File: config.mk
export PLATFORM = sky130hd
export DESIGN_NAME = exp_table
export DESIGN_NICKNAME = d
export VERILOG_FILES = /design/src/rtl/mips_pkg.sv /design/src/rtl/exp_table.sv
export SDC_FILE = /design/constraint.sdc
export NUM_CORES = 1
export LEC_CHECK = 0
export BUFFER_PORTS_ARGS = -buffer_cell sky130_fd_sc_hd__buf_4
export CAP_MARGIN = 40
export CORE_UTILIZATION = 40
export CTS_CLUSTER_DIAMETER = 200
export DETAILED_ROUTE_END_ITERATION = 7
export HOLD_SLACK_MARGIN = 0.1
export PLACE_DENSITY = 0.65
export SYNTH_ARGS = -nofsm -noshare
export SYNTH_HDL_FRONTEND = slang
export SYNTH_SLANG_ARGS = --single-unit
File: constraint.sdc
create_clock -name CLK -period 8.2 [get_ports CLK]
set_input_delay 1.23 -clock CLK [delete_from_list [all_inputs] [get_ports CLK]]
set_output_delay 1.23 -clock CLK [all_outputs]
set_load 0.01 [all_outputs]
File: src/rtl/mips_pkg.sv
// Shared definitions for the MIPS CPU <-> Memory bus blocks.
package mips_pkg;

  localparam int unsigned DATA_W_DEF = 32;
  localparam int unsigned ADDR_W_DEF = 32;

  // Run state of the bus write checker
  typedef enum logic [1:0] {
    S_IDLE = 2'd0,
    S_RUN  = 2'd1,
    S_DONE = 2'd2
  } state_t;

endpackage

File: src/rtl/exp_table.sv
// Expected-entry table: DEPTH x (data, address), one write port, async read.
//  CLK            clock
//  wr_en          write strobe (out-of-range indices are dropped)
//  wr_idx         write index
//  wr_data        expected data to store
//  wr_addr        expected address to store
//  rd_idx         read index
//  rd_data_c      expected data at rd_idx (0 when out of range)
//  rd_addr_c      expected address at rd_idx (0 when out of range)
module exp_table
  import mips_pkg::*;
#(
  parameter int unsigned DATA_W = DATA_W_DEF,
  parameter int unsigned ADDR_W = ADDR_W_DEF,
  parameter int unsigned DEPTH  = 10,
  parameter int unsigned IDX_W  = 4
) (
  input  logic              CLK,
  input  logic              wr_en,
  input  logic [IDX_W-1:0]  wr_idx,
  input  logic [DATA_W-1:0] wr_data,
  input  logic [ADDR_W-1:0] wr_addr,
  input  logic [IDX_W-1:0]  rd_idx,
  output logic [DATA_W-1:0] rd_data_c,
  output logic [ADDR_W-1:0] rd_addr_c
);

  logic [DATA_W-1:0] mem_data [DEPTH];
  logic [ADDR_W-1:0] mem_addr [DEPTH];

  // Contents survive reset so a table can be reused across runs
  always_ff @(posedge CLK) begin
    if (wr_en && (wr_idx < IDX_W'(DEPTH))) begin
      mem_data[wr_idx] <= wr_data;
      mem_addr[wr_idx] <= wr_addr;
    end
  end

  always_comb begin
    rd_data_c = '0;
    rd_addr_c = '0;
    if (rd_idx < IDX_W'(DEPTH)) begin
      rd_data_c = mem_data[rd_idx];
      rd_addr_c = mem_addr[rd_idx];
    end
  end

endmodule

==> impl_table.tex <==
\begin{tabular}{lr}
\hline
Metric & Value \\
\hline
\multicolumn{2}{l}{\textbf{Routing}} \\
\quad Routed len/inst & 25.3 um \\
\quad Antenna Violating Nets Remaining & 0 \\
\quad Total routed wirelength & 56600 um \\
\quad Initial DRT Pass Iterations & 5 \\
\quad Vias after detailed routing & 12609 \\
\quad Number of violations reported at the end of detailed-routing iteration 0 & 1121 \\
\quad \# DRC & 0 \\
\quad DR vias/cell & 5.64 \\
\multicolumn{2}{l}{\textbf{Timing}} \\
\quad Post-route setup TNS & 0 ps \\
\quad Slew at the pin with the worst max-slew slack & 878 ps \\
\quad Worst max-slew margin expressed relative to the limit & 41.5\% \\
\quad Minimum clock period & 5000 ps \\
\quad Pins over their slew limit & 0 \\
\quad Final worst path period share & 61.0\% \\
\quad Setup repair after global routing missed its margin & false \\
\quad Peak Freq & 0.200 GHz \\
\quad Count of endpoints failing setup in the final report & 0 \\
\quad Worst setup margin & about 3200 ps \\
\quad Final count of hold timing violations & 0 \\
\multicolumn{2}{l}{\textbf{Final layout}} \\
\quad Syn-to-layout area delta & 15.3\% \\
\quad Most frequent cells in the layout & 640 x sky130\_fd\_sc\_hd\_\_edfxtp\_1, 172 x sky130\_fd\_sc\_hd\_\_mux2\_1, 162 x sky130\_fd\_sc\_hd\_\_buf\_4 \\
\quad Filler cell count in the final layout & 5075 \\
\quad Number of inserted diodes & 0 \\
\quad Fraction of final layout cells sized beyond drive strength 1 & 23.8\% \\
\quad Area of all placed cells without fillers & 0.0286 mm\^{}2 \\
\quad Total number of nets in the final design & 1485 \\
\quad Number of cells in the finished layout apart from fillers & 2237 \\
\quad Leading cell type in the layout, fill and taps excluded & sky130\_fd\_sc\_hd\_\_edfxtp\_1 \\
\multicolumn{2}{l}{\textbf{Clock network}} \\
\quad Clk buf depth & 3 \\
\quad Library cell used as clock root buffer & sky130\_fd\_sc\_hd\_\_clkbuf\_16 \\
\quad Clock-pin transition on the worst setup and hold timing paths & 60 ps \\
\quad Number of buffers created by CTS & 66 \\
\quad Clk sink count & 640 \\
\quad Hold buffer count at CTS & 0 \\
\quad TritonCTS clock tree & yes \\
\quad Postcts setup bufs & 0 \\
\quad H-tree lvl count & 3 \\
\quad Resized Gates After CTS & 0 \\
\multicolumn{2}{l}{\textbf{GRT}} \\
\quad Met2 usage in global routing & 28.2\% \\
\quad Wire length of the first global-routing pass & 83200 um \\
\quad Number of antenna violations at the first check in global routing & 4 \\
\quad Global routing's busiest layer & met2 \\
\quad GRT Resource Usage Total & between 10\% and 20\% \\
\quad Via count of the first global-routing pass & 12881 \\
\quad Overall overflow remaining after global route & 0 \\
\quad Maximum number of pins on one net before global-route repair & 99 \\
\quad Met3 track demand over resource & roughly 3.7\% \\
\quad Met1 usage & 25.1\% \\
\multicolumn{2}{l}{\textbf{Job}} \\
\quad Max Cap Violations & 0 \\
\multicolumn{2}{l}{\textbf{Worst hold path}} \\
\quad Worst hold-check path type & input pin to register \\
\multicolumn{2}{l}{\textbf{Placed design}} \\
\quad Quantity of I/O buffers inserted on ports & around 140 \\
\quad Number of placed instances with taps included & 2125 \\
\quad Half-perimeter wire length after placement & between 20000 and 30000 um \\
\quad Placed cell area & around 0.027 mm\^{}2 \\
\quad Placer's final routability congestion estimate & 0.725 \\
\quad Placement Setup Slack & 3160 ps \\
\multicolumn{2}{l}{\textbf{Setup path}} \\
\quad Crit path launch type & input pin \\
\quad WS Path Type & input pin to output pin \\
\quad Crit path capture type & output pin \\
\quad Crit path max fanout & roughly 100 \\
\quad Data required time at the worst endpoint & 6970 ps \\
\quad Arrival @ worst endpoint & 3770 ps \\
\quad Worst setup path startpoint & rd\_idx[0] \\
\quad Destination of the critical timing path & rd\_addr\_c[29] \\
\multicolumn{2}{l}{\textbf{Synth}} \\
\quad Average size of a mapped cell & 19.8 um\^{}2 \\
\quad Synthesized netlist net count & 1324 \\
\quad Synth Warn \# & 0 \\
\quad Number of synthesized register bits & 640 \\
\quad Leading area contributor after synthesis & sky130\_fd\_sc\_hd\_\_edfxtp\_1 \\
\quad Cell types occupying the most area after synthesis & sky130\_fd\_sc\_hd\_\_edfxtp\_1 78\%, sky130\_fd\_sc\_hd\_\_mux2\_1 7.8\%, sky130\_fd\_sc\_hd\_\_mux2\_2 3.8\% \\
\quad Share of the synthesized area in the top cell type & 77.5\% \\
\quad Post-synth cell types & 19 \\
\quad Area share of and/or/nand/nor cells after synthesis & 0.449\% \\
\quad Xor and xnor fraction of the mapped netlist area & 0\% \\
\quad Sequential area share after synthesis & 77.5\% \\
\quad Synthesized-area fraction occupied by ao, oa, aoi and oai cells & 5.49\% \\
\quad Main combinational cell family by area after synthesis & multiplexers \\
\quad Mux contribution to synthesized area & 14.2\% \\
\quad Netlist area before placement & 0.0248 mm\^{}2 \\
\quad Gate Count Post-Synth & 1250 \\
\quad Arithmetic-cell share of the synthesized area counting full adders, half adders and majority gates & 0\% \\
\multicolumn{2}{l}{\textbf{Outcome}} \\
\quad Result of the run & finished, final reports clean \\
\multicolumn{2}{l}{\textbf{Floorplan}} \\
\quad Die outline area & 0.0630 mm\^{}2 \\
\quad Width of the chip & 251 um \\
\quad Height of the die & 251 um \\
\quad Effective utilization at floorplan & 40.8\% \\
\quad Number of rows created at floorplan & 90 \\
\quad IO Pins & 138 \\
\quad Total core area & between 0.06 and 0.07 mm\^{}2 \\
\multicolumn{2}{l}{\textbf{Pwr}} \\
\quad Power density over the cells & 239 mW/mm\^{}2 \\
\quad Leakage component of the power & roughly 9.3 nW \\
\quad Max IR drop VDD & 0.000145 V \\
\hline
\end{tabular}
==> kinds of logic (layout without fill, tap and decap cells) <==
kind of cell           after synthesis  in the layout
buffers and inverters               76            281
multiplexers                       320            320
AND/OR/NAND/NOR                     22             22
flip-flops                         640            640
AO/OA/AOI/OAI                      192            192
==> report_power, final <==
part	internal, mW	switching, mW	leakage [nW]
Clock	1.60	1.16	0.951
Combinational	0.160	0.239	2.55
Sequential	3.67	0.0128	5.78
Total	5.43	1.41	9.29
==> area by class of cell <==
type,instances,area [um^2],share of cell area (%)
Clock buffer,90,1810,6.32
Timing Repair Buffer,169,1350,4.73
Tap cell,782,978,3.42
Sequential cell,640,19200,67.2
Clock inverter,22,155,0.543
Multi-Input combinational cell,534,5070,17.8
==> cells in the mapped netlist <==
master	n
sky130_fd_sc_hd__or2_1	1
sky130_fd_sc_hd__nor2_1	8
sky130_fd_sc_hd__buf_2	15
sky130_fd_sc_hd__or3b_1	1
sky130_fd_sc_hd__nor3_1	3
sky130_fd_sc_hd__nand2_1	3
sky130_fd_sc_hd__mux2_2	84
sky130_fd_sc_hd__buf_6	30
sky130_fd_sc_hd__clkbuf_2	1
sky130_fd_sc_hd__o22ai_1	128
sky130_fd_sc_hd__mux2i_1	64
sky130_fd_sc_hd__buf_4	2
sky130_fd_sc_hd__buf_8	3
sky130_fd_sc_hd__mux2_1	172
sky130_fd_sc_hd__edfxtp_1	640
sky130_fd_sc_hd__nand3b_1	2
sky130_fd_sc_hd__clkbuf_1	25
sky130_fd_sc_hd__o32ai_1	64
sky130_fd_sc_hd__nand2b_1	4
==> registers in the layout, summed over array words and instances, names as in the netlist <==
name / cells
mem_addr: 320
mem_data: 320
==> routing by layer <==
layer  wire length, um  part of all wire, %  up-vias
li1                  -                    -     5491
met1             25500                   45     6612
met2             26400                   47      417
met3              3670                  6.5       83
met4              1020                  1.8        6
met5                39                0.069        -
==> worst min path at each step <==
stage                      from               to  slack, ps  cells past startpoint
floorplan            wr_addr[0]   mem_addr[0][0]       1330                      0
CTS                 wr_addr[29]  mem_addr[1][29]        850                      1
global route         wr_data[0]   mem_data[8][0]        880                      1
global placement    wr_data[12]  mem_data[0][12]       1480                      1
finish              wr_data[29]  mem_data[8][29]        890                      1
detailed placement  wr_addr[29]  mem_addr[0][29]       1480                      1
==> worst max-delay path, cell delays in order <==
cell                      delay (ps)
sky130_fd_sc_hd__buf_8           590
sky130_fd_sc_hd__buf_4           760
sky130_fd_sc_hd__mux2_1          250
sky130_fd_sc_hd__o22ai_1          80
sky130_fd_sc_hd__o32ai_1         530
sky130_fd_sc_hd__buf_4           220
==> through the flow <==
stage	power (mW)	hold slack, ps	utilization (%)
after CTS	6.90	853	47.0
after global placement	4.14	1480	43.6
after global routing	7.06	875	47.0
after detailed placement	4.15	1480	43.8
final	6.84	891	47.0
after floorplan	3.97	1330	-
No activity file was read; power rests on OpenSTA's default activity.
